<file path="src/rtl/registers_access_arbiter.sv">
// registers_access_arbiter
//   Shares the single-port configuration register bank between two requesters
//   (0 = host/SPI command path, 1 = internal status updater). Each access is
//   sequenced IDLE -> ACCESS -> WAIT -> DONE: one strobe cycle, a wait for the
//   registered bank response, and a recovery cycle that also carries the ack.
//   Simultaneous requests are served round-robin.
// Ports:
//   clk, rstn                  clock (posedge) and async active-low reset
//   req[1:0], we[1:0]          per-requester request / write select
//   addr0/1, wdata0/1          per-requester address and write data
//   ack[1:0], err[1:0]         completion pulse and write-timeout pulse
//   rdata                      last read data, held until the next read ends
//   bank_*                     strobe interface to the register bank
module registers_access_arbiter #(
  parameter int         DATA_W      = 32,
  parameter int         ADDR_W      = 4,
  parameter logic [1:0] ADMIN_MASK  = 2'b10,
  parameter int         ACK_TIMEOUT = 4
) (
  input  logic              clk,
  input  logic              rstn,
  input  logic [1:0]        req,
  input  logic [1:0]        we,
  input  logic [ADDR_W-1:0] addr0,
  input  logic [ADDR_W-1:0] addr1,
  input  logic [DATA_W-1:0] wdata0,
  input  logic [DATA_W-1:0] wdata1,
  output logic [1:0]        ack,
  output logic [DATA_W-1:0] rdata,
  output logic [1:0]        err,
  output logic [ADDR_W-1:0] bank_address,
  output logic              bank_writeEnable,
  output logic              bank_readEnable,
  output logic [DATA_W-1:0] bank_writeData,
  output logic              bank_writeAdmin,
  input  logic [DATA_W-1:0] bank_readData,
  input  logic              bank_writeAck
);

  localparam int CNT_W = $clog2(ACK_TIMEOUT) + 1;

  typedef enum logic [1:0] {
    IDLE   = 2'd0,
    ACCESS = 2'd1,
    WAIT   = 2'd2,
    DONE   = 2'd3
  } state_t;

  state_t             state_r, state_s;
  logic               grant_r, grant_s;   // requester owning the transaction
  logic               last_r, last_s;     // last granted requester (round-robin)
  logic               we_r, we_s;         // latched direction of the transaction
  logic [CNT_W-1:0]   cnt_r, cnt_s;       // WAIT cycles spent on a write
  logic               win_s;
  logic [1:0]         ack_s, err_s;
  logic [DATA_W-1:0]  rdata_s;
  logic [ADDR_W-1:0]  addr_s;
  logic [DATA_W-1:0]  wdata_s;
  logic               ren_s, wen_s, admin_s;

  // Next-state, grant and next-output decode
  always_comb begin
    state_s = state_r;
    grant_s = grant_r;
    last_s  = last_r;
    we_s    = we_r;
    cnt_s   = cnt_r;
    win_s   = 1'b0;
    ack_s   = 2'b00;
    err_s   = 2'b00;
    rdata_s = rdata;
    addr_s  = bank_address;
    wdata_s = bank_writeData;
    ren_s   = 1'b0;
    wen_s   = 1'b0;
    admin_s = 1'b0;
    case (state_r)
      IDLE: begin
        if (req != 2'b00) begin
          // Both requesting: serve the one not granted last time.
          if (req == 2'b11) begin
            win_s = ~last_r;
          end else begin
            win_s = req[1];
          end
          grant_s = win_s;
          last_s  = win_s;
          we_s    = we[win_s];
          addr_s  = win_s ? addr1 : addr0;
          wdata_s = win_s ? wdata1 : wdata0;
          ren_s   = ~we[win_s];
          wen_s   = we[win_s];
          admin_s = we[win_s] & ADMIN_MASK[win_s];
          cnt_s   = {CNT_W{1'b0}};
          state_s = ACCESS;
        end else begin
          state_s = IDLE;
        end
      end
      ACCESS: begin
        state_s = WAIT;
      end
      WAIT: begin
        if (!we_r) begin
          // Bank readData is valid one cycle after the read strobe.
          rdata_s          = bank_readData;
          ack_s[grant_r]   = 1'b1;
          state_s          = DONE;
        end else if (bank_writeAck) begin
          ack_s[grant_r]   = 1'b1;
          state_s          = DONE;
        end else if (cnt_r == CNT_W'(ACK_TIMEOUT - 1)) begin
          ack_s[grant_r]   = 1'b1;
          err_s[grant_r]   = 1'b1;
          state_s          = DONE;
        end else if (cnt_r != {CNT_W{1'b1}}) begin
          cnt_s = cnt_r + CNT_W'(1);
        end else begin
          cnt_s = cnt_r;
        end
      end
      DONE: begin
        // Strobes stay low here: the bank's write-recovery cycle.
        state_s = IDLE;
      end
      default: begin
        state_s = IDLE;
      end
    endcase
  end

  // State and registered outputs, cleared asynchronously by rstn
  always_ff @(posedge clk or negedge rstn) begin
    if (!rstn) begin
      state_r          <= IDLE;
      grant_r          <= 1'b0;
      last_r           <= 1'b1;   // requester 0 wins the first contention
      we_r             <= 1'b0;
      cnt_r            <= {CNT_W{1'b0}};
      ack              <= 2'b00;
      err              <= 2'b00;
      rdata            <= {DATA_W{1'b0}};
      bank_address     <= {ADDR_W{1'b0}};
      bank_writeData   <= {DATA_W{1'b0}};
      bank_readEnable  <= 1'b0;
      bank_writeEnable <= 1'b0;
      bank_writeAdmin  <= 1'b0;
    end else begin
      state_r          <= state_s;
      grant_r          <= grant_s;
      last_r           <= last_s;
      we_r             <= we_s;
      cnt_r            <= cnt_s;
      ack              <= ack_s;
      err              <= err_s;
      rdata            <= rdata_s;
      bank_address     <= addr_s;
      bank_writeData   <= wdata_s;
      bank_readEnable  <= ren_s;
      bank_writeEnable <= wen_s;
      bank_writeAdmin  <= admin_s;
    end
  end

endmodule
</file>
<file path="config.mk">
export PLATFORM = sky130hd
export DESIGN_NAME = registers_access_arbiter
export DESIGN_NICKNAME = d
export VERILOG_FILES = /design/src/rtl/registers_access_arbiter.sv
export SDC_FILE = /design/constraint.sdc
export NUM_CORES = 1
export LEC_CHECK = 0
export ABC_AREA = 1
export BUFFER_PORTS_ARGS = -buffer_cell sky130_fd_sc_hd__buf_2
export CORE_MARGIN = 2
export CORE_UTILIZATION = 40
export CTS_CLUSTER_SIZE = 24
export DETAILED_ROUTE_END_ITERATION = 8
export GPL_TIMING_DRIVEN = 0
export PLACE_DENSITY = 0.73
export SYNTH_ARGS = -nofsm -noshare
export SYNTH_HDL_FRONTEND = slang
export SYNTH_SLANG_ARGS = --single-unit
</file>
<file path="constraint.sdc">
create_clock -name clk -period 1.8 [get_ports clk]
set_input_delay 0.27 -clock clk [delete_from_list [all_inputs] [get_ports clk]]
set_output_delay 0.27 -clock clk [all_outputs]
set_load 0.01 [all_outputs]
</file>
==> metrics <==
endpoints failing setup=0; cell area after placement=a little under 5000 sq um; Die Wd=approximately 100 um; clock skew=between 10 and 15 ps; fin util=around 56%; setup tns final=0 ps; syn nets=between 600 and 700; combinational share of power=about 45%; Filler cells=865; crit path max fanout=10; Cell variety after synth=18; VDD IR-drop max=around 0.73 mV; Hold WC Path Type=in2reg; Die H=between 100 and 150 um; worst skew pair latency=approximately 350 ps; EDFF count, synth=0; Mapped Cells=490; wire length per cell=roughly 12 um; vias per std cell=between 4 and 5; status=completed; Ys Warns=0; Pwr Total=between 8000 and 9000 uW; Seq pwr share=between 30% and 40%; relative slew slack=roughly two thirds; WP data arrival=~1800 ps; initial antenna violation count=0; FMAX=around 0.65 GHz; Cell Chain, Critical Path=inv_1 -> ha_1 -> buf_2 -> buf_1 -> nand3_1 -> nand2_1; Cell Int Power=4750 uW; fin cells=around 800; via count=about 3800; critical path type=reg2reg; TritonCTS buffer count=9; grt total ovfl=0; Synth top area share=53.7%; Iter 0 DRT Violations=123; Final HPWL DP=between 7 and 8 mm; register area share after synthesis=between 50% and 60%; Pleak=between 0.003 and 0.004 uW; CTS root buf=clkbuf_8; sw frac=about two fifths; num rows=35; Critical Path RT=roughly 2100 ps; layout cell share with drive strength beyond 1=roughly a third; Final Max Slew Viols=0; slew at the pin with the worst max-slew slack=between 500 and 600 ps; starting density of the core=between 40% and 50%; CTS tree=yes; Seq cells post-synth=between 80 and 90; antenna viol nets, final=0; area of the multi-input gates=1530 sq um; synth top area cells=dfrtp_1, nand2_1, nand3_1, ha_1, buf_4; gr usage total=between 20% and 30%; Design Area, Final=5150 sq um; Clock Tree Buf Depth=2; nets@finish=slightly above 800; vias in the first global route=3507; RePlAce Congestion=slightly above 0.8; final worst-path cycle share=between 80 and 90%; global-route wire length before repair=16.3 mm; Port Buffers=about 190; area added between synthesis and finish=34.9%; antenna cell count=0; final hold vios=0; power density over cell area=1590 nW/um^2; dominant cell by count in the synthesized netlist=nand2_1; core box area=a little over 9000 sq um; storage element area=~2100 sq um; Tmin final=roughly 1500 ps; slowest CP cell=dfrtp_1; residual DRC count=0; Startpoint Class=flip-flop; H-tree levels=3; router iterations before antenna repair=6; I/O pin cnt=between 150 and 200; mapped cell area=between 3000 and 4000 sq um; ys flop type=dfrtp_1; Post-CTS Setup Inserts=0; most frequent cells after synthesis=nand2_1, dfrtp_1, nand3_1, inv_1; Max-Cap Viols=0; crit-path max cell delay=between 300 and 400 ps; Yosys top cell by area=dfrtp_1; RSZ-0062 raised after global routing=false; final WL=~10 mm; Psw=3420 uW; CTS clk-pin slew, worst paths=about 90 ps; dpl cells=approximately 800; Avg Inst Size Synth=around 8 sq um; largest net degree at the start of global routing=68; crit end category=flip-flop; clk sink count=between 80 and 90; fraction of registers with async set/reset=100%; clock network power share=17.0%; Die ar.=10300 sq um
[layout make-up]
cell class | instances | area share [%]
well taps | 129 | 3.13
clock buffers | 9 | 2.40
multi-input cells | 364 | 29.7
inverters | 13 | 0.947
clock inverters | 7 | 1.58
plain buffers | 30 | 3.21
repair buffers | 187 | 18.7
flip-flops and latches | 83 | 40.3
[through the flow]
| step | hold WS, ps | setup WS, ps |
|---|---|---|
| floorplan | -25.6 | 476 |
| global placement | 447 | -177 |
| detailed placement | 162 | 270 |
| CTS | 135 | 253 |
| global route | 129 | 96.7 |
| finish | 150 | 263 |
[flip-flops by register name (all words and copies together) (netlist names)]
name and cells:
err 2, bank_writeAdmin 1, we_r 1, cnt_r 3, rdata 32, state_r 2, last_r 1, ack 2
bank_address 4, bank_writeEnable 1, bank_readEnable 1, bank_writeData 32, grant_r 1
[layout by cell type, fill, tap and decap left out, types with 4 or more instances in the layout]
master	netlist	layout
buf_4	7	8
ha_1	6	6
clkbuf_8	0	9
dfrtp_1	82	82
o21ai_0	4	4
clkbuf_1	10	10
nand3_1	73	73
inv_1	11	11
nand2_1	266	266
inv_6	0	4
buf_2	9	193
nor2_1	10	10
[worst max-delay path, delay by kind of cell (launching register included)]
family,cells,cell delay (ps)
flops,1,370
fa+ha+maj,1,170
buf+inv,3,690
simple gates,2,250
[worst paths after layout]
check                                       start               endpoint  slack, ps  cells after the start
setup reg to reg           state_r[0]$_DFFE_PN0P_  rdata[10]$_DFFE_PN0P_        260                      6
setup / recovery           state_r[0]$_DFFE_PN0P_  rdata[10]$_DFFE_PN0P_        260                      6
min in group asynchronous                    rstn       err[0]$_DFF_PN0_        340                      2
max in group asynchronous                    rstn     last_r$_DFFE_PN1P_        840                      3
hold / removal                  bank_readData[19]  rdata[19]$_DFFE_PN0P_        150                      3
hold reg to reg               grant_r$_DFFE_PN0P_       err[0]$_DFF_PN0_        470                      1
[power by group through the flow]
stage / clock network [uW] / registers [uW] / logic [uW]
4_1_cts: 1440 / 3150 / 3690
3_3_place_gp: 0 / 3150 / 3580
3_5_place_dp: 0 / 3170 / 3690
2_1_floorplan: 0 / 3510 / 1820
6_report: 1390 / 3150 / 3630
5_1_grt: 1540 / 3240 / 4130
[layer usage]
layer | global-route usage (%) | wire length, um
met2 | 33.1 | 4770
met5 | 0 | 0
met4 | 6.13 | 139
met3 | 6.21 | 931
met1 | 25.2 | 4420
[cells by family after synthesis]
logic type      Yosys count  share of synthesized area (%)
fa+ha+maj                 6                           1.97
buf+inv                  43                           5.60
compound gates            6                          0.884
simple gates            352                           37.1
flops                    83                           54.4
[repair_timing]
action / in CTS / in global routing
gates resized for setup: 0 / 0
endpoints found under the hold margin: 16 / 0
hold buffers: 1 / 0
No activity file was read; power rests on OpenSTA's default activity.
